File: config.mk
export PLATFORM = sky130hd
export DESIGN_NAME = pe_mac_flat
export DESIGN_NICKNAME = d
export VERILOG_FILES = /design/src/rtl/pe_mac_pkg.sv /design/src/rtl/pe_mac_if.sv /design/src/rtl/pe_mult_pipe.sv /design/src/rtl/pe_mac.sv /design/src/flat_wrapper.sv
export SDC_FILE = /design/constraint.sdc
export NUM_CORES = 1
export LEC_CHECK = 0
export ABC_CLOCK_PERIOD_IN_PS = 9470
export CORE_ASPECT_RATIO = 2
export CORE_MARGIN = 5
export CORE_UTILIZATION = 40
export DETAILED_ROUTE_END_ITERATION = 10
export PLACE_DENSITY = 0.57
export SETUP_SLACK_MARGIN = 0.5
export SLEW_MARGIN = 20
export SYNTH_ARGS = -nofsm -noshare
export SYNTH_HDL_FRONTEND = slang
export SYNTH_SLANG_ARGS = --single-unit
File: constraint.sdc
create_clock -name clk -period 9.47 [get_ports clk]
set_clock_uncertainty 0.1 [all_clocks]
set_input_delay 1.894 -clock clk [delete_from_list [all_inputs] [get_ports clk]]
set_output_delay 1.894 -clock clk [all_outputs]
set_load 0.005 [all_outputs]
File: src/rtl/pe_mac_pkg.sv
// pe_pkg: shared mode encodings and saturation-bound helpers for the pe_mac
// processing element.
package pe_pkg;

    localparam logic PE_MODE_CHAIN = 1'b0;
    localparam logic PE_MODE_ACC   = 1'b1;

    // Largest representable partial sum for a given width and signedness.
    // Returned in a 64-bit container; callers slice the low psum_w bits.
    function automatic logic [63:0] psum_max(input int psum_w, input int is_signed);
        if (is_signed != 0) begin
            return (64'd1 << (psum_w - 1)) - 64'd1;
        end else if (psum_w >= 64) begin
            return '1;
        end else begin
            return (64'd1 << psum_w) - 64'd1;
        end
    endfunction

    // Smallest representable partial sum; two's complement minimum when signed.
    function automatic logic [63:0] psum_min(input int psum_w, input int is_signed);
        if (is_signed != 0) begin
            return ~((64'd1 << (psum_w - 1)) - 64'd1);
        end else begin
            return 64'd0;
        end
    endfunction

endpackage

File: src/rtl/pe_mac_if.sv
// pe_mac_if: beat, weight-load and result signals of one systolic PE.
// The slave modport is the PE itself; the master modport is whatever feeds it.
interface pe_mac_if #(
    parameter int DATA_W   = 8,
    parameter int WEIGHT_W = 8,
    parameter int PSUM_W   = 24
);
    logic [DATA_W-1:0]   in_data;
    logic                in_data_vld;
    logic [WEIGHT_W-1:0] in_weight;
    logic                in_weight_load;
    logic [PSUM_W-1:0]   in_psum;
    logic                in_mode;
    logic                in_last;
    logic [PSUM_W-1:0]   out_psum;
    logic                out_psum_vld;
    logic                out_ovf;

    modport slave (
        input  in_data, in_data_vld, in_weight, in_weight_load,
        input  in_psum, in_mode, in_last,
        output out_psum, out_psum_vld, out_ovf
    );

    modport master (
        output in_data, in_data_vld, in_weight, in_weight_load,
        output in_psum, in_mode, in_last,
        input  out_psum, out_psum_vld, out_ovf
    );
endinterface

File: src/rtl/pe_mult_pipe.sv
// pe_mult_pipe: behavioural DATA_W x WEIGHT_W multiplier followed by
// MULT_STAGES registers so synthesis can retime the product logic across
// them. A valid tag travels alongside the product.
module pe_mult_pipe #(
    parameter int DATA_W      = 8,
    parameter int WEIGHT_W    = 8,
    parameter int MULT_STAGES = 3,
    parameter int SIGNED      = 1
) (
    input  logic                         clk,
    input  logic                         rst,
    input  logic [DATA_W-1:0]            in_a,
    input  logic [WEIGHT_W-1:0]          in_b,
    input  logic                         in_vld,
    output logic [DATA_W+WEIGHT_W-1:0]   out_prod,
    output logic                         out_vld
);
    localparam int   PW        = DATA_W + WEIGHT_W;
    localparam logic IS_SIGNED = (SIGNED != 0);

    logic [PW-1:0] a_x;
    logic [PW-1:0] b_x;
    logic [PW-1:0] prod_c;

    logic [PW-1:0]          prod_q [MULT_STAGES];
    logic [MULT_STAGES-1:0] vld_q;

    // Extend both operands to the full product width; the low PW bits of the
    // modular product are then the exact signed or unsigned result.
    always_comb begin
        a_x    = {{WEIGHT_W{IS_SIGNED & in_a[DATA_W-1]}}, in_a};
        b_x    = {{DATA_W{IS_SIGNED & in_b[WEIGHT_W-1]}}, in_b};
        prod_c = a_x * b_x;
    end

    // Shift product and valid tag through the pipeline registers.
    always_ff @(posedge clk or posedge rst) begin
        if (rst) begin
            for (int i = 0; i < MULT_STAGES; i++) begin
                prod_q[i] <= '0;
            end
            vld_q <= '0;
        end else begin
            prod_q[0] <= prod_c;
            vld_q[0]  <= in_vld;
            for (int i = 1; i < MULT_STAGES; i++) begin
                prod_q[i] <= prod_q[i-1];
                vld_q[i]  <= vld_q[i-1];
            end
        end
    end

    assign out_prod = prod_q[MULT_STAGES-1];
    assign out_vld  = vld_q[MULT_STAGES-1];

endmodule

File: src/rtl/pe_mac.sv
// pe_mac: weight-stationary multiply-accumulate processing element.
// Chain mode adds the product to the upstream partial sum; accumulate mode
// keeps a local running sum and emits it on the last beat.
// Optional feature macro: PE_SATURATE_EN (clamp on overflow instead of wrap).
module pe_mac
    import pe_pkg::*;
#(
    parameter int DATA_W      = 8,
    parameter int WEIGHT_W    = 8,
    parameter int PSUM_W      = 24,
    parameter int MULT_STAGES = 3,
    parameter int SIGNED      = 1
) (
    input  logic     clk,
    input  logic     rst,
    pe_mac_if.slave  bus
);
    localparam int   PW        = DATA_W + WEIGHT_W;
    localparam logic IS_SIGNED = (SIGNED != 0);

    if (PSUM_W < DATA_W + WEIGHT_W) begin : g_bad_psum_w
        $error("pe_mac: PSUM_W must be at least DATA_W + WEIGHT_W");
    end
    if (MULT_STAGES < 1) begin : g_bad_stages
        $error("pe_mac: MULT_STAGES must be at least 1");
    end

    logic [WEIGHT_W-1:0] weight_q;

    logic                in_vld_q;
    logic [DATA_W-1:0]   in_data_q;
    logic [WEIGHT_W-1:0] in_wgt_q;
    logic [PSUM_W-1:0]   in_psum_q;
    logic                in_mode_q;
    logic                in_last_q;

    logic [PSUM_W-1:0]      side_psum [MULT_STAGES];
    logic [MULT_STAGES-1:0] side_mode;
    logic [MULT_STAGES-1:0] side_last;

    logic [PW-1:0] fin_prod;
    logic          fin_vld;
    logic [PSUM_W-1:0] fin_psum;
    logic          fin_mode;
    logic          fin_last;

    logic [PSUM_W-1:0] acc_q;
    logic              acc_ovf_q;
    logic [PSUM_W-1:0] psum_q;
    logic              psum_vld_q;
    logic              ovf_q;

    logic [PSUM_W-1:0] op_a;
    logic [PSUM_W:0]   op_x;
    logic [PSUM_W:0]   prod_x;
    logic [PSUM_W:0]   sum_x;
    logic              add_ovf;
    logic [PSUM_W-1:0] sum_res;

    // Stationary weight; a beat in the load cycle still sees the old value.
    always_ff @(posedge clk or posedge rst) begin
        if (rst) begin
            weight_q <= '0;
        end else if (bus.in_weight_load) begin
            weight_q <= bus.in_weight;
        end
    end

    // Input stage captures the beat together with the weight it must use.
    always_ff @(posedge clk or posedge rst) begin
        if (rst) begin
            in_vld_q  <= 1'b0;
            in_data_q <= '0;
            in_wgt_q  <= '0;
            in_psum_q <= '0;
            in_mode_q <= PE_MODE_CHAIN;
            in_last_q <= 1'b0;
        end else begin
            in_vld_q  <= bus.in_data_vld;
            in_data_q <= bus.in_data;
            in_wgt_q  <= weight_q;
            in_psum_q <= bus.in_psum;
            in_mode_q <= bus.in_mode;
            in_last_q <= bus.in_last;
        end
    end

    pe_mult_pipe #(
        .DATA_W      (DATA_W),
        .WEIGHT_W    (WEIGHT_W),
        .MULT_STAGES (MULT_STAGES),
        .SIGNED      (SIGNED)
    ) u_mult (
        .clk      (clk),
        .rst      (rst),
        .in_a     (in_data_q),
        .in_b     (in_wgt_q),
        .in_vld   (in_vld_q),
        .out_prod (fin_prod),
        .out_vld  (fin_vld)
    );

    // Sideband pipeline keeps psum/mode/last aligned with the product.
    always_ff @(posedge clk or posedge rst) begin
        if (rst) begin
            for (int i = 0; i < MULT_STAGES; i++) begin
                side_psum[i] <= '0;
            end
            side_mode <= '0;
            side_last <= '0;
        end else begin
            side_psum[0] <= in_psum_q;
            side_mode[0] <= in_mode_q;
            side_last[0] <= in_last_q;
            for (int i = 1; i < MULT_STAGES; i++) begin
                side_psum[i] <= side_psum[i-1];
                side_mode[i] <= side_mode[i-1];
                side_last[i] <= side_last[i-1];
            end
        end
    end

    assign fin_psum = side_psum[MULT_STAGES-1];
    assign fin_mode = side_mode[MULT_STAGES-1];
    assign fin_last = side_last[MULT_STAGES-1];

`ifdef PE_SATURATE_EN
    localparam logic [63:0]       MAX64    = psum_max(PSUM_W, SIGNED);
    localparam logic [63:0]       MIN64    = psum_min(PSUM_W, SIGNED);
    localparam logic [PSUM_W-1:0] PSUM_MAX = MAX64[PSUM_W-1:0];
    localparam logic [PSUM_W-1:0] PSUM_MIN = MIN64[PSUM_W-1:0];
`endif

    // One-bit-wider add exposes overflow; the carry-out bit of the widened
    // sum is the true sign, which picks the clamp direction when saturating.
    always_comb begin
        op_a    = (fin_mode == PE_MODE_CHAIN) ? fin_psum : acc_q;
        op_x    = {IS_SIGNED & op_a[PSUM_W-1], op_a};
        prod_x  = {{(PSUM_W + 1 - PW){IS_SIGNED & fin_prod[PW-1]}}, fin_prod};
        sum_x   = op_x + prod_x;
        add_ovf = IS_SIGNED ? (sum_x[PSUM_W] != sum_x[PSUM_W-1]) : sum_x[PSUM_W];
`ifdef PE_SATURATE_EN
        if (add_ovf) begin
            sum_res = (IS_SIGNED && sum_x[PSUM_W]) ? PSUM_MIN : PSUM_MAX;
        end else begin
            sum_res = sum_x[PSUM_W-1:0];
        end
`else
        sum_res = sum_x[PSUM_W-1:0];
`endif
    end

    // Final stage: emit chain results, or accumulate and flush on last beat.
    always_ff @(posedge clk or posedge rst) begin
        if (rst) begin
            psum_q     <= '0;
            psum_vld_q <= 1'b0;
            ovf_q      <= 1'b0;
            acc_q      <= '0;
            acc_ovf_q  <= 1'b0;
        end else begin
            psum_vld_q <= 1'b0;
            if (fin_vld) begin
                if (fin_mode == PE_MODE_CHAIN) begin
                    psum_q     <= sum_res;
                    psum_vld_q <= 1'b1;
                    ovf_q      <= add_ovf;
                end else if (fin_last) begin
                    psum_q     <= sum_res;
                    psum_vld_q <= 1'b1;
                    ovf_q      <= acc_ovf_q | add_ovf;
                    acc_q      <= '0;
                    acc_ovf_q  <= 1'b0;
                end else begin
                    acc_q      <= sum_res;
                    acc_ovf_q  <= acc_ovf_q | add_ovf;
                end
            end
        end
    end

    assign bus.out_psum     = psum_q;
    assign bus.out_psum_vld = psum_vld_q;
    assign bus.out_ovf      = ovf_q;

endmodule

File: src/flat_wrapper.sv
// flat-port wrapper written by rule: the top's interface ports become plain ports
module pe_mac_flat import pe_pkg::*;
#(
    parameter int DATA_W      = 8,
    parameter int WEIGHT_W    = 8,
    parameter int PSUM_W      = 24,
    parameter int MULT_STAGES = 3,
    parameter int SIGNED      = 1
)
  (clk, rst, bus_in_data, bus_in_data_vld, bus_in_weight, bus_in_weight_load, bus_in_psum, bus_in_mode, bus_in_last, bus_out_psum, bus_out_psum_vld, bus_out_ovf);
  pe_mac_if #(.DATA_W(DATA_W), .WEIGHT_W(WEIGHT_W), .PSUM_W(PSUM_W)) bus_i ();
  input  logic clk;
  input  logic rst;
  input wire logic [$bits(bus_i.in_data)-1:0] bus_in_data;
  input wire logic [$bits(bus_i.in_data_vld)-1:0] bus_in_data_vld;
  input wire logic [$bits(bus_i.in_weight)-1:0] bus_in_weight;
  input wire logic [$bits(bus_i.in_weight_load)-1:0] bus_in_weight_load;
  input wire logic [$bits(bus_i.in_psum)-1:0] bus_in_psum;
  input wire logic [$bits(bus_i.in_mode)-1:0] bus_in_mode;
  input wire logic [$bits(bus_i.in_last)-1:0] bus_in_last;
  output wire logic [$bits(bus_i.out_psum)-1:0] bus_out_psum;
  output wire logic [$bits(bus_i.out_psum_vld)-1:0] bus_out_psum_vld;
  output wire logic [$bits(bus_i.out_ovf)-1:0] bus_out_ovf;
  assign bus_i.in_data = bus_in_data;
  assign bus_i.in_data_vld = bus_in_data_vld;
  assign bus_i.in_weight = bus_in_weight;
  assign bus_i.in_weight_load = bus_in_weight_load;
  assign bus_i.in_psum = bus_in_psum;
  assign bus_i.in_mode = bus_in_mode;
  assign bus_i.in_last = bus_in_last;
  assign bus_out_psum = bus_i.out_psum;
  assign bus_out_psum_vld = bus_i.out_psum_vld;
  assign bus_out_ovf = bus_i.out_ovf;
  pe_mac #(.DATA_W(DATA_W), .WEIGHT_W(WEIGHT_W), .PSUM_W(PSUM_W), .MULT_STAGES(MULT_STAGES), .SIGNED(SIGNED)) u_core (.clk(clk), .rst(rst), .bus(bus_i));
endmodule
==> metrics.md, run 1 <==
| Metric | Value |
|---|---|
| Tcrit/Tclk final | between 40 and 50% |
| Critical Path RT | 9.78 ns |
| Synthesized flop and latch total | 231 |
| Detailed placement HPWL | ~16000 µm |
| Crit path largest cell delay | 0.64 ns |
| Multiplexer area fraction after synthesis | 4.94% |
| Worst Tran Pin Value | about 1.1 ns |
| Hold Crit Depth | 0 |
| Combinational power share | 44.1% |
| Fillcell total | 2385 |
| DR vias | 5915 |
| Switching pwr | 1390 µW |
| Cts repair resizes | 0 |
| Simple-Gate Fraction of Synth Area | 7.11% |
| Initial antenna violation count | 0 |
| DR WL/cell | 16.9 µm |
| RR Startpoint | u_core.in_wgt_q[3] |
| CP top delay family | adder cells |
| Final Max Tran Viols | 0 |
| RSZ-0062 raised after global routing | false |
| Root buf cell | clkbuf_16 |
| Crit Path Class | reg -> reg |
| Final Setup Violations | 0 |
| Final core utilization | about 48% |
| R2R cell count | 15 |
| Xor and xnor fraction of the mapped netlist area | 3.02% |
| Layout cells sized above 1 | 12.8% |
| Prevailing post-synth register cell | dfrtp_1 |
| Syn nets | 947 |
| Multi-input gate area | 4290 µm² |
| Synthesized cell area | 10500 µm² |
| Slew headroom | between 20% and 30% |
| Status | completed |
| Core area | 25800 µm² |
| Main combinational cell family by area after synthesis | adder cells |
| Syn_area_per_cell | 13.2 µm² |
| CTS sink count | 231 |
| DRC viols | 0 |
| Register area share after synthesis | 55.3% |
| Final setup margin | ~4.7 ns |
| Async S/R FF share, synth | 100% |
| Pwr dens | 318 nW/µm² |
| Internal power | 2530 µW |
| End of the worst hold path | u_core.u_mult.prod_q[23] |
| Layout area overhead | 17.9% |
| WL final | 20900 µm |
| WP data arrival | 5.04 ns |
| Avg Vias per Cell | approximately 4.8 |
| Clock Tree Buf Depth | 3 |
| # Max-Cap Violations | 0 |
| Fmax achieved | 0.212 GHz |
| Critical hold path startpoint | u_core.u_mult.prod_q[39] |
| Worst-path fanout max | 8 |
| Maximum VDD drop | 0.157 mV |
| Flop pwr share | about a third |
| Total grt overflow | 0 |
| Lkg Pwr | approximately 0.0057 µW |
| Worst-path cell chain | and2_1 -> fa_1 -> inv_1 -> fa_1 -> inv_1 -> fa_1 -> inv_1 -> fa_1 -> inv_1 -> ha_1 -> and2_1 -> o21ai_0 -> o21ai_1 -> o41ai_1 -> xnor2_1 |
| Cell Rows | a little over 80 |
| Synth warnings | 0 |
| Slowest cell on the critical path | fa_1 |
| Initial Util | 40.6% |
| Commonest non-fill, non-tap cells in the layout | dfrtp_1 (231), inv_1 (91), clkdlybuf4s50_1 (71) |
| Die width | 124 µm |
| Crit path from | u_core.in_wgt_q[3] |
| Startpoint types | register |
| Setup TNS | 0 ns |
| Final hold vios | 0 |
| Synth Area in Adders | 17.1% |
| DRT Pass-1 Iters | 4 |
| Total CTS buffers | 21 |
| Port Buf Inserts | 71 |
| I/O pins | 72 |
| Switching part of the total | 35.5% |
| Worst Hold Class | reg -> reg |
| Post-synth EDFFs | 0 |
| Number of global-route vias before repair | 6727 |
| Worst slack at placement | 4.74 ns |
| Period minus WS final | 4.73 ns |
| First-pass GRT wire length | 34100 µm |
| Unique cell type count in the Yosys netlist | 62 |
| Clock power frac | 22.1% |
| Sequential Area | 5780 µm² |
| Die area | 29700 µm² |
| Critical Path End Type | register |
| Setup bufs post-CTS | 0 |
| Gpl congestion | 0.837 |
| Die H | around 240 µm |
| Cells after Synth | just under 800 |
| Hold Buf Count CTS | 0 |
| R2r setup slk | roughly 4.7 ns |
| H-tree levels | 1 |
| Commonest non-fill, non-tap cell in the layout | dfrtp_1 |
| Total GRT Usage | 14.4% |
| DRT iter0 DRCs | around 240 |
| Reg2reg end | u_core.u_mult.prod_q[47] |
| CP Buf/Inv Count | 4 |
| Post-synthesis compound-gate area fraction | 8.85% |
| Later-pin clock latency in the skew report | 0.51 ns |
| Clk pin slew, worst setup/hold paths | around 0.07 ns |
| Largest net degree at the start of global routing | approximately 150 |
| CTS tree | built |
| # diodes | 0 |
| Antenna viol nets, final | 0 |
| Final #Nets | 1034 |
## power by group through the flow
| stage | logic [µW] | registers (µW) | clock network, µW |
|---|---|---|---|
| final | 1730 | 1330 | 868 |
| after global routing | 1960 | 1350 | 937 |
| after detailed placement | 1760 | 1350 | 0 |
| after global placement | 1740 | 1340 | 0 |
| after CTS | 1770 | 1330 | 901 |
| after floorplan | 1300 | 1310 | 0 |
## state kept, by name (all words and copies together), names as in the netlist, 8 cells and up
name	flops
u_core.weight_q	8
u_core.side_psum	48
u_core.u_mult.out_prod	16
u_core.in_wgt_q	8
u_core.in_data_q	8
u_core.bus.out_psum	24
u_core.u_mult.prod_q	32
u_core.fin_psum	24
u_core.in_psum_q	24
u_core.acc_q	24
## stage by stage
stage	cell area, µm²	cells	hold WS, ns	total power [µW]
after detailed placement	11600	1195	0.235	3110
after global placement	11600	1195	0.231	3080
final	12300	1233	0.238	3930
after CTS	12300	1232	0.238	4000
after floorplan	10500	792	0.231	2620
after global routing	12300	1233	0.243	4260
## worst max-delay path by stage
stage                          endpoint  slack, ns  cells past startpoint
4_1_cts        u_core.u_mult.prod_q[47]       4.69                     16
6_report       u_core.u_mult.prod_q[47]       4.74                     15
3_5_place_dp   u_core.u_mult.prod_q[47]       4.74                     15
5_1_grt        u_core.u_mult.prod_q[46]       4.39                     16
3_3_place_gp   u_core.u_mult.prod_q[46]       4.79                     16
2_1_floorplan          u_core.acc_ovf_q       1.14                      1
## worst reg2reg max path: stages, from the launching register on
cell,delay (ns)
dfrtp_1,0.49
and2_1,0.25
fa_1,0.64
inv_1,0.16
fa_1,0.55
inv_1,0.05
fa_1,0.53
inv_1,0.05
fa_1,0.53
inv_1,0.04
ha_1,0.33
and2_1,0.16
o21ai_0,0.14
o21ai_1,0.12
o41ai_1,0.32
xnor2_1,0.17
## synth_stat cells, types with 2 or more instances
| master | number | share of area, % |
|---|---|---|
| dfrtp_1 | 231 | 55 |
| clkbuf_1 | 9 | 0.32 |
| mux2_2 | 45 | 4.8 |
| a22o_1 | 18 | 1.5 |
| nor2_1 | 12 | 0.43 |
| fa_1 | 56 | 11 |
| nand2_1 | 61 | 2.2 |
| or3_1 | 2 | 0.12 |
| nand3_1 | 3 | 0.14 |
| o31ai_1 | 4 | 0.29 |
| o21ai_1 | 6 | 0.29 |
| and2_1 | 44 | 2.6 |
| o21ai_2 | 2 | 0.17 |
| a211oi_1 | 4 | 0.29 |
| a21boi_2 | 2 | 0.22 |
| nand2b_1 | 5 | 0.30 |
| xor2_1 | 10 | 0.84 |
| a21boi_1 | 2 | 0.14 |
| ha_1 | 53 | 6.3 |
| nor3_1 | 5 | 0.24 |
| inv_1 | 92 | 3.3 |
| o21a_2 | 2 | 0.17 |
| a21oi_1 | 29 | 1.4 |
| and3_1 | 4 | 0.24 |
| buf_1 | 2 | 0.072 |
| xnor2_1 | 26 | 2.2 |
| a21o_1 | 10 | 0.72 |
| o21bai_1 | 7 | 0.50 |
| and2_4 | 2 | 0.17 |
| o21ai_0 | 11 | 0.53 |
| o211ai_2 | 2 | 0.24 |
## area by class of cell
class	count	area share, %
multi-input cells	457	34.8
well taps	340	3.45
clock inverters	11	1.26
flip-flops and latches	231	46.9
clock buffers	26	4.50
repair buffers	76	6.26
inverters	92	2.86
## metal layers
| layer | up-vias | track usage (%) | wire (µm) |
|---|---|---|---|
| met4 | 0 | 5.89 | 687 |
| met2 | 92 | 30.4 | 12800 |
| met5 | - | 0 | 0 |
| li1 | 2767 | - | - |
| met3 | 43 | 1.74 | 552 |
| met1 | 3013 | 13.6 | 6890 |
## cells by family (layout without fill, tap and decap cells)
group                      Yosys count  count (layout)
xor gates and xnor gates            36              36
muxes                               46              46
DFF                                231             231
AOI/OAI and AO/OA                  120             120
and+or+nand+nor                    146             146
adders and majority gates          109             109
buffers and inverters              104             205
No activity file was read; power rests on OpenSTA's default activity.
==> run 2, diff against run 1 <==
--- a/config.mk
+++ b/config.mk
@@ -5,12 +5,12 @@
 export SDC_FILE = /design/constraint.sdc
 export NUM_CORES = 1
 export LEC_CHECK = 0
-export ABC_CLOCK_PERIOD_IN_PS = 9470
+export ABC_CLOCK_PERIOD_IN_PS = 4100
 export CORE_ASPECT_RATIO = 2
 export CORE_MARGIN = 5
 export CORE_UTILIZATION = 40
 export DETAILED_ROUTE_END_ITERATION = 10
-export PLACE_DENSITY = 0.57
+export PLACE_DENSITY = 0.59
 export SETUP_SLACK_MARGIN = 0.5
 export SLEW_MARGIN = 20
 export SYNTH_ARGS = -nofsm -noshare
==> constraint.sdc (replaced) <==
create_clock -name clk -period 4.1 [get_ports clk]
set_clock_uncertainty 0.1 [all_clocks]
set_input_delay 0.82 -clock clk [delete_from_list [all_inputs] [get_ports clk]]
set_output_delay 0.82 -clock clk [all_outputs]
set_load 0.005 [all_outputs]
==> run 2 against run 1 <==
Effect of this change: the flow now finishes with violations (setup timing); routed wire length down 3.6%; design area is 3.7% higher; critical path depth rose by 2; final cell count increased by 2.7%; utilization rose by 1.7 points; critical endpoint unchanged.
==> metrics.md, run 2 (same netlist as run 1, synthesis figures left out) <==
| Metric | Value |
|---|---|
| First-pass GRT wire length | 34300 µm (+0.83%) |
| Total grt overflow | 0 (unchanged) |
| Critical Path RT | 4.42 ns (-5.36 ns) |
| DRT iter0 DRCs | 195 (-18%) |
| Total CTS buffers | 21 (unchanged) |
| Reg2reg end | u_core.u_mult.prod_q[47] |
| Hold Buf Count CTS | 0 (unchanged) |
| I/O pins | 72 (unchanged) |
| Setup TNS | -0.157 ns (-0.157 ns) |
| DR vias | 6035 (+2.0%) |
| Slew headroom | 33.1% (+3.9 points) |
| RSZ-0062 raised after global routing | true |
| Status | finished with violations |
| Maximum VDD drop | 0.359 mV (+130%) |
| Die width | 124 µm (unchanged) |
| DRT Pass-1 Iters | 4 (unchanged) |
| Largest Register | u_core.side_psum |
| Total GRT Usage | 14.3% (-0.17 points) |
| Worst Hold Class | reg -> reg |
| Largest regs | u_core.side_psum x48, u_core.u_mult.prod_q x32 |
| Later-pin clock latency in the skew report | 0.51 ns (about the same) |
| Die area | 29700 µm² (unchanged) |
| Commonest non-fill, non-tap cells in the layout | dfrtp_1 (221), inv_1 (82), clkdlybuf4s50_1 (71) |
| Worst Tran Pin Value | 1.00 ns (-0.0592 ns) |
| H-tree levels | 1 (unchanged) |
| Violated checks | setup timing |
| Tcrit/Tclk final | 102% (+52 points) |
| # diodes | 0 (unchanged) |
| WL final | 20200 µm (-3.6%) |
| R2R cell count | 17 (+2) |
| WP data arrival | 4.51 ns (-0.53 ns) |
| Crit Path Class | reg -> reg |
| Core area | 25800 µm² (unchanged) |
| Hold Crit Depth | 0 (unchanged) |
| Area post-placement | 12000 µm² (+3.2%) |
| Layout area overhead | 22.2% |
| R2r setup slk | -0.09 ns (-4.84 ns) |
| Pwr dens | 752 nW/µm² (+140%) |
| Root buf cell | clkbuf_16 |
| Final #Nets | 1068 (+3.3%) |
| Lkg Pwr | 0.00590 µW (+2.9%) |
| Die H | 239 µm (unchanged) |
| Final setup margin | -0.0924 ns (-4.84 ns) |
| Fmax achieved | 0.239 GHz (+13%) |
| RR Startpoint | u_core.in_wgt_q[1] |
| Worst-path fanout max | 6 (-2) |
| Clock Tree Buf Depth | 3 (unchanged) |
| Layout cells sized above 1 | 21.9% (+9.2 points) |
| Largest net degree at the start of global routing | 72 (-50%) |
| Clk pin slew, worst setup/hold paths | 0.07 ns (about the same) |
| Final Setup Violations | 2 (+2) |
| Worst hold slack | 0.232 ns (-0.00618 ns) |
| Period minus WS final | 4.19 ns (-0.533 ns) |
| Startpoint types | register |
| Port Buf Inserts | 71 (unchanged) |
| # Max-Cap Violations | 0 (unchanged) |
| CTS tree | built |
| Fin area | 12800 µm² (+3.7%) |
| Crit path to | u_core.u_mult.prod_q[47] |
| Avg Vias per Cell | 4.77 (-0.63%) |
| Detailed placement HPWL | 15600 µm (-0.41%) |
| DR WL/cell | 15.9 µm (-6.1%) |
| Critical Path End Type | register |
| Cell Rows | 83 (unchanged) |
| Final Max Tran Viols | 0 (unchanged) |
| Number of global-route vias before repair | 6932 (+3.0%) |
| Antenna viol nets, final | 0 (unchanged) |
| Commonest non-fill, non-tap cell in the layout | dfrtp_1 |
| CTS sink count | 231 (unchanged) |
| Gpl congestion | 0.858 (+2.5%) |
| DRC viols | 0 (unchanged) |
| Max FFs per register | 48 (unchanged) |
| Initial antenna violation count | 0 (unchanged) |
| Final hold vios | 0 (unchanged) |
| Crit path from | u_core.in_wgt_q[1] |
| Initial Util | 40.6% (unchanged) |
run 2: worst min-delay path by stage:
stage | from | to | slack, ns
after floorplan | u_core.side_psum[24] | u_core.fin_psum[0] | 0.23
after global placement | u_core.side_psum[31] | u_core.fin_psum[7] | 0.23
after detailed placement | u_core.side_psum[40] | u_core.fin_psum[16] | 0.23
after CTS | u_core.u_mult.prod_q[24] | u_core.u_mult.out_prod[8] | 0.24
after global routing | u_core.u_mult.prod_q[24] | u_core.u_mult.out_prod[8] | 0.25
final | u_core.u_mult.prod_q[24] | u_core.u_mult.out_prod[8] | 0.23
run 2: cell type report:
type,instances,area [µm²]
inverters,92,354
clock buffers,29,606
well taps,340,425
repair buffers,110,1050
multi-input cells,457,4470
fillers,2406,13000
clock inverters,7,78.8
flip-flops and latches,231,5790
run 2: routing by layer:
metal / vias to the layer above / track usage, % / part of all wire (%)
li1: 2840 / - / -
met1: 3056 / 14.1 / 33
met2: 98 / 29.4 / 61
met3: 41 / 1.79 / 3.0
met4: 0 / 5.45 / 2.9
met5: - / 0 / 0
run 2: stage by stage:
stage	setup WS, ns	std cells	util (%)	total power (µW)
after global routing	-0.252	1266	49.6	10500
final	-0.0924	1266	49.6	9610
after CTS	-0.102	1262	49.3	9710
after floorplan	0.0527	792	-	6300
after detailed placement	-0.169	1225	46.4	7660
after global placement	-0.110	1225	46.4	7560
run 2: power breakdown:
group          switching [µW]  internal, µW  leakage, µW
registers                 247          2820      0.00273
clock network             817          1110     0.000339
logic                    2330          2290      0.00283
total                    3390          6220      0.00590
run 2: repair_timing:
action / CTS / global route
setup buffers: 1 / 4
pin swaps: 6 / 13
setup endpoints to repair: 8 / 11
resized for setup: 14 / 17
run 2: worst max-delay path, stage by stage, from the launching register on:
cell and delay [ns]:
dfrtp_1 0.43, and2_4 0.18, fa_1 0.52, inv_1 0.05, fa_1 0.49, inv_2 0.04
fa_1 0.54, inv_2 0.04, fa_1 0.48, inv_2 0.05, ha_4 0.23, inv_4 0.06
o21bai_4 0.06, a21o_1 0.17, a21oi_2 0.19, o21ai_2 0.10, o41ai_2 0.25, xnor2_1 0.15
==> run 3, diff against run 2 <==
--- a/config.mk
+++ b/config.mk
@@ -9,6 +9,7 @@
 export CORE_ASPECT_RATIO = 2
 export CORE_MARGIN = 5
 export CORE_UTILIZATION = 40
+export CTS_BUF_LIST = sky130_fd_sc_hd__clkbuf_4 sky130_fd_sc_hd__clkbuf_8
 export DETAILED_ROUTE_END_ITERATION = 10
 export PLACE_DENSITY = 0.59
 export SETUP_SLACK_MARGIN = 0.5
==> run 3 against run 2 <==
Effect of this change: the run still ends with setup timing left; clock-buffer cell count increased by 18; final cell count increased by 1.5%; sequential cell count unchanged; non-clock buffer count decreased by 2; register-to-register slack improved by 0.02 ns; critical path depth decreased by 1; global-route usage increased by 0.24 points; fmax increased by 0.37%; routed wire length increased by 1.1%; critical path type unchanged; largest power group unchanged; highest routed layer unchanged.
==> metrics.md, run 3 (same netlist as run 1, synthesis figures left out) <==
| Metric | Value |
|---|---|
| Layout cells sized above 1 | 23.0% (+1.0 points) |
| Cell Rows | 83 (unchanged) |
| Placed cells | 1225 (unchanged) |
| Met2 wire len | 12300 µm (+0.68%) |
| Final setup margin | -0.0768 ns (+0.0156 ns) |
| WP data arrival | 4.52 ns (about the same) |
| Period minus WS final | 4.18 ns (-0.0156 ns) |
| Largest Register | u_core.side_psum |
| # Max-Cap Violations | 0 (unchanged) |
| Violated checks | setup timing |
| Lkg Pwr | 0.00592 µW (+0.34%) |
| Detailed placement HPWL | 15600 µm (unchanged) |
| Fmax achieved | 0.239 GHz (+0.37%) |
| Die area | 29700 µm² (unchanged) |
| Critical Path End Type | register |
| Total CTS buffers | 34 (+62%) |
| Startpoint types | register |
| CTS sink count | 231 (unchanged) |
| DRT Pass-1 Iters | 4 (unchanged) |
| I/O pins | 72 (unchanged) |
| Largest regs | u_core.side_psum x48, u_core.u_mult.prod_q x32 |
| Slew headroom | 29.9% (-3.2 points) |
| Worst Tran Pin Value | 1.05 ns (+0.0487 ns) |
| Internal power | 6190 µW (-0.48%) |
| Final #Nets | 1079 (+1.0%) |
| Initial Util | 40.6% (unchanged) |
| Initial antenna violation count | 0 (unchanged) |
| Layout area overhead | 22.1% |
| Crit Path Class | reg -> reg |
| Gpl congestion | 0.858 (unchanged) |
| Combinational power share | 48.1% (about the same) |
| Layout Cells excl Fill | 1285 (+1.5%) |
| Core area | 25800 µm² (unchanged) |
| Maximum VDD drop | 0.379 mV (+5.3%) |
| Top Metal Used | met4 |
| Routed wire length on met3 | 683 µm (+13%) |
| Clk pin slew, worst setup/hold paths | 0.06 ns (about the same) |
| Later-pin clock latency in the skew report | 0.52 ns (about the same) |
| Hold Buf Count CTS | 0 (unchanged) |
| Final core utilization | 49.6% (-0.053 points) |
| Post-layout power | 9600 µW (-0.12%) |
| RSZ-0062 raised after global routing | true |
| Commonest non-fill, non-tap cells in the layout | dfrtp_1 (223), inv_1 (83), clkdlybuf4s50_1 (71) |
| Clock Tree Buf Depth | 3 (unchanged) |
| Switching part of the total | 35.5% (+0.23 points) |
| Final hold vios | 0 (unchanged) |
| Root buf cell | clkbuf_8 |
| Switching pwr | 3410 µW (+0.53%) |
| Pwr dens | 752 nW/µm² (about the same) |
| Worst Hold Class | reg -> reg |
| Total grt overflow | 0 (unchanged) |
| Final Max Tran Viols | 0 (unchanged) |
| Critical Path RT | 4.45 ns (+0.03 ns) |
| H-tree levels | 2 (+1) |
| DR vias | 6071 (+0.60%) |
| # diodes | 0 (unchanged) |
| Wl on met1 | 6690 µm (-0.73%) |
| Die width | 124 µm (unchanged) |
| Status | finished with violations |
| Total GRT Usage | 14.5% (+0.24 points) |
| WL final | 20400 µm (+1.1%) |
| DRC viols | 0 (unchanged) |
| DR WL/cell | 15.9 µm (-0.36%) |
| First-pass GRT wire length | 34400 µm (+0.22%) |
| Max FFs per register | 48 (unchanged) |
| Number of global-route vias before repair | 6954 (+0.32%) |
| DRT iter0 DRCs | 159 (-18%) |
| Largest net degree at the start of global routing | 72 (unchanged) |
| Clock power frac | 20.0% (about the same) |
| Commonest non-fill, non-tap cell in the layout | dfrtp_1 |
| Worst-path fanout max | 8 (+2) |
| CTS tree | built |
| Flop pwr share | 31.9% (about the same) |
| Port Buf Inserts | 71 (unchanged) |
| Worst hold slack | 0.237 ns (+0.00521 ns) |
| Avg Vias per Cell | 4.72 (-0.89%) |
| Setup TNS | -0.151 ns (+0.00631 ns) |
| Tcrit/Tclk final | 102% (-0.38 points) |
| Antenna viol nets, final | 0 (unchanged) |
| Die H | 239 µm (unchanged) |
| Final Setup Violations | 2 (unchanged) |
[run 3: cell types whose count changed in the layout (fill, tap and decap cells not counted), sizes merged]
cell	previous run	this run
clkbuf	29	47
bufinv	1	2
clkinvlp	1	4
buf	39	37
clkinv	2	4
inv	95	92
[run 3: timing repair]
action                     CTS  global route
buffers inserted             0             3
setup endpoints to repair    8            11
hold endpoints to repair     0             0
gates resized for setup     12            10
pin swaps                    5             7
[run 3: final timing paths]
kind                                      start  slack (ns)                       end  cells past startpoint
min in group asynchronous                   rst        0.70       u_core.in_data_q[1]                      2
max in group asynchronous                   rst        2.36       u_core.fin_psum[18]                      3
hold / removal             u_core.side_psum[25]        0.24        u_core.fin_psum[1]                      0
hold reg to reg            u_core.side_psum[25]        0.24        u_core.fin_psum[1]                      0
setup / recovery            u_core.in_data_q[2]       -0.08  u_core.u_mult.prod_q[46]                     16
setup reg to reg            u_core.in_data_q[2]       -0.08  u_core.u_mult.prod_q[46]                     16
[run 3: final cells by class]
class | instances | area [µm²]
fillers | 2408 | 13000
flip-flops and latches | 231 | 5790
multi-input cells | 457 | 4450
repair buffers | 108 | 1030
clock buffers | 47 | 603
well taps | 340 | 425
inverters | 92 | 354
clock inverters | 10 | 111
[run 3: critical path, stage by stage (launching register included)]
cell	delay, ns
dfrtp_1	0.47
and2_1	0.22
fa_2	0.36
fa_1	0.48
inv_1	0.05
fa_1	0.46
fa_1	0.51
inv_2	0.05
ha_4	0.25
a21o_1	0.20
a21oi_2	0.17
o21bai_1	0.11
a21oi_2	0.18
o21ai_2	0.09
a21o_1	0.17
a21oi_2	0.12
xnor2_1	0.12
[run 3: layer usage]
layer / vias to the layer above / track usage, %
met5: - / 0
met4: 0 / 6.39
met3: 49 / 2.62
met2: 108 / 29.6
met1: 3051 / 13.7
li1: 2863 / -
[run 3: power by group through the flow]
stage,logic [µW],clock network [µW],registers [µW]
finish,4610,1920,3070
global route,5200,2100,3130
CTS,4630,2000,3080
detailed placement,4540,0,3120
global placement,4460,0,3100
floorplan,3260,0,3040
[run 3: metrics by stage]
step	worst slack [ns]	area, µm²
floorplan	0.0527	10600
global placement	-0.110	12000
detailed placement	-0.169	12000
CTS	-0.0990	12700
global route	-0.244	12800
finish	-0.0768	12800
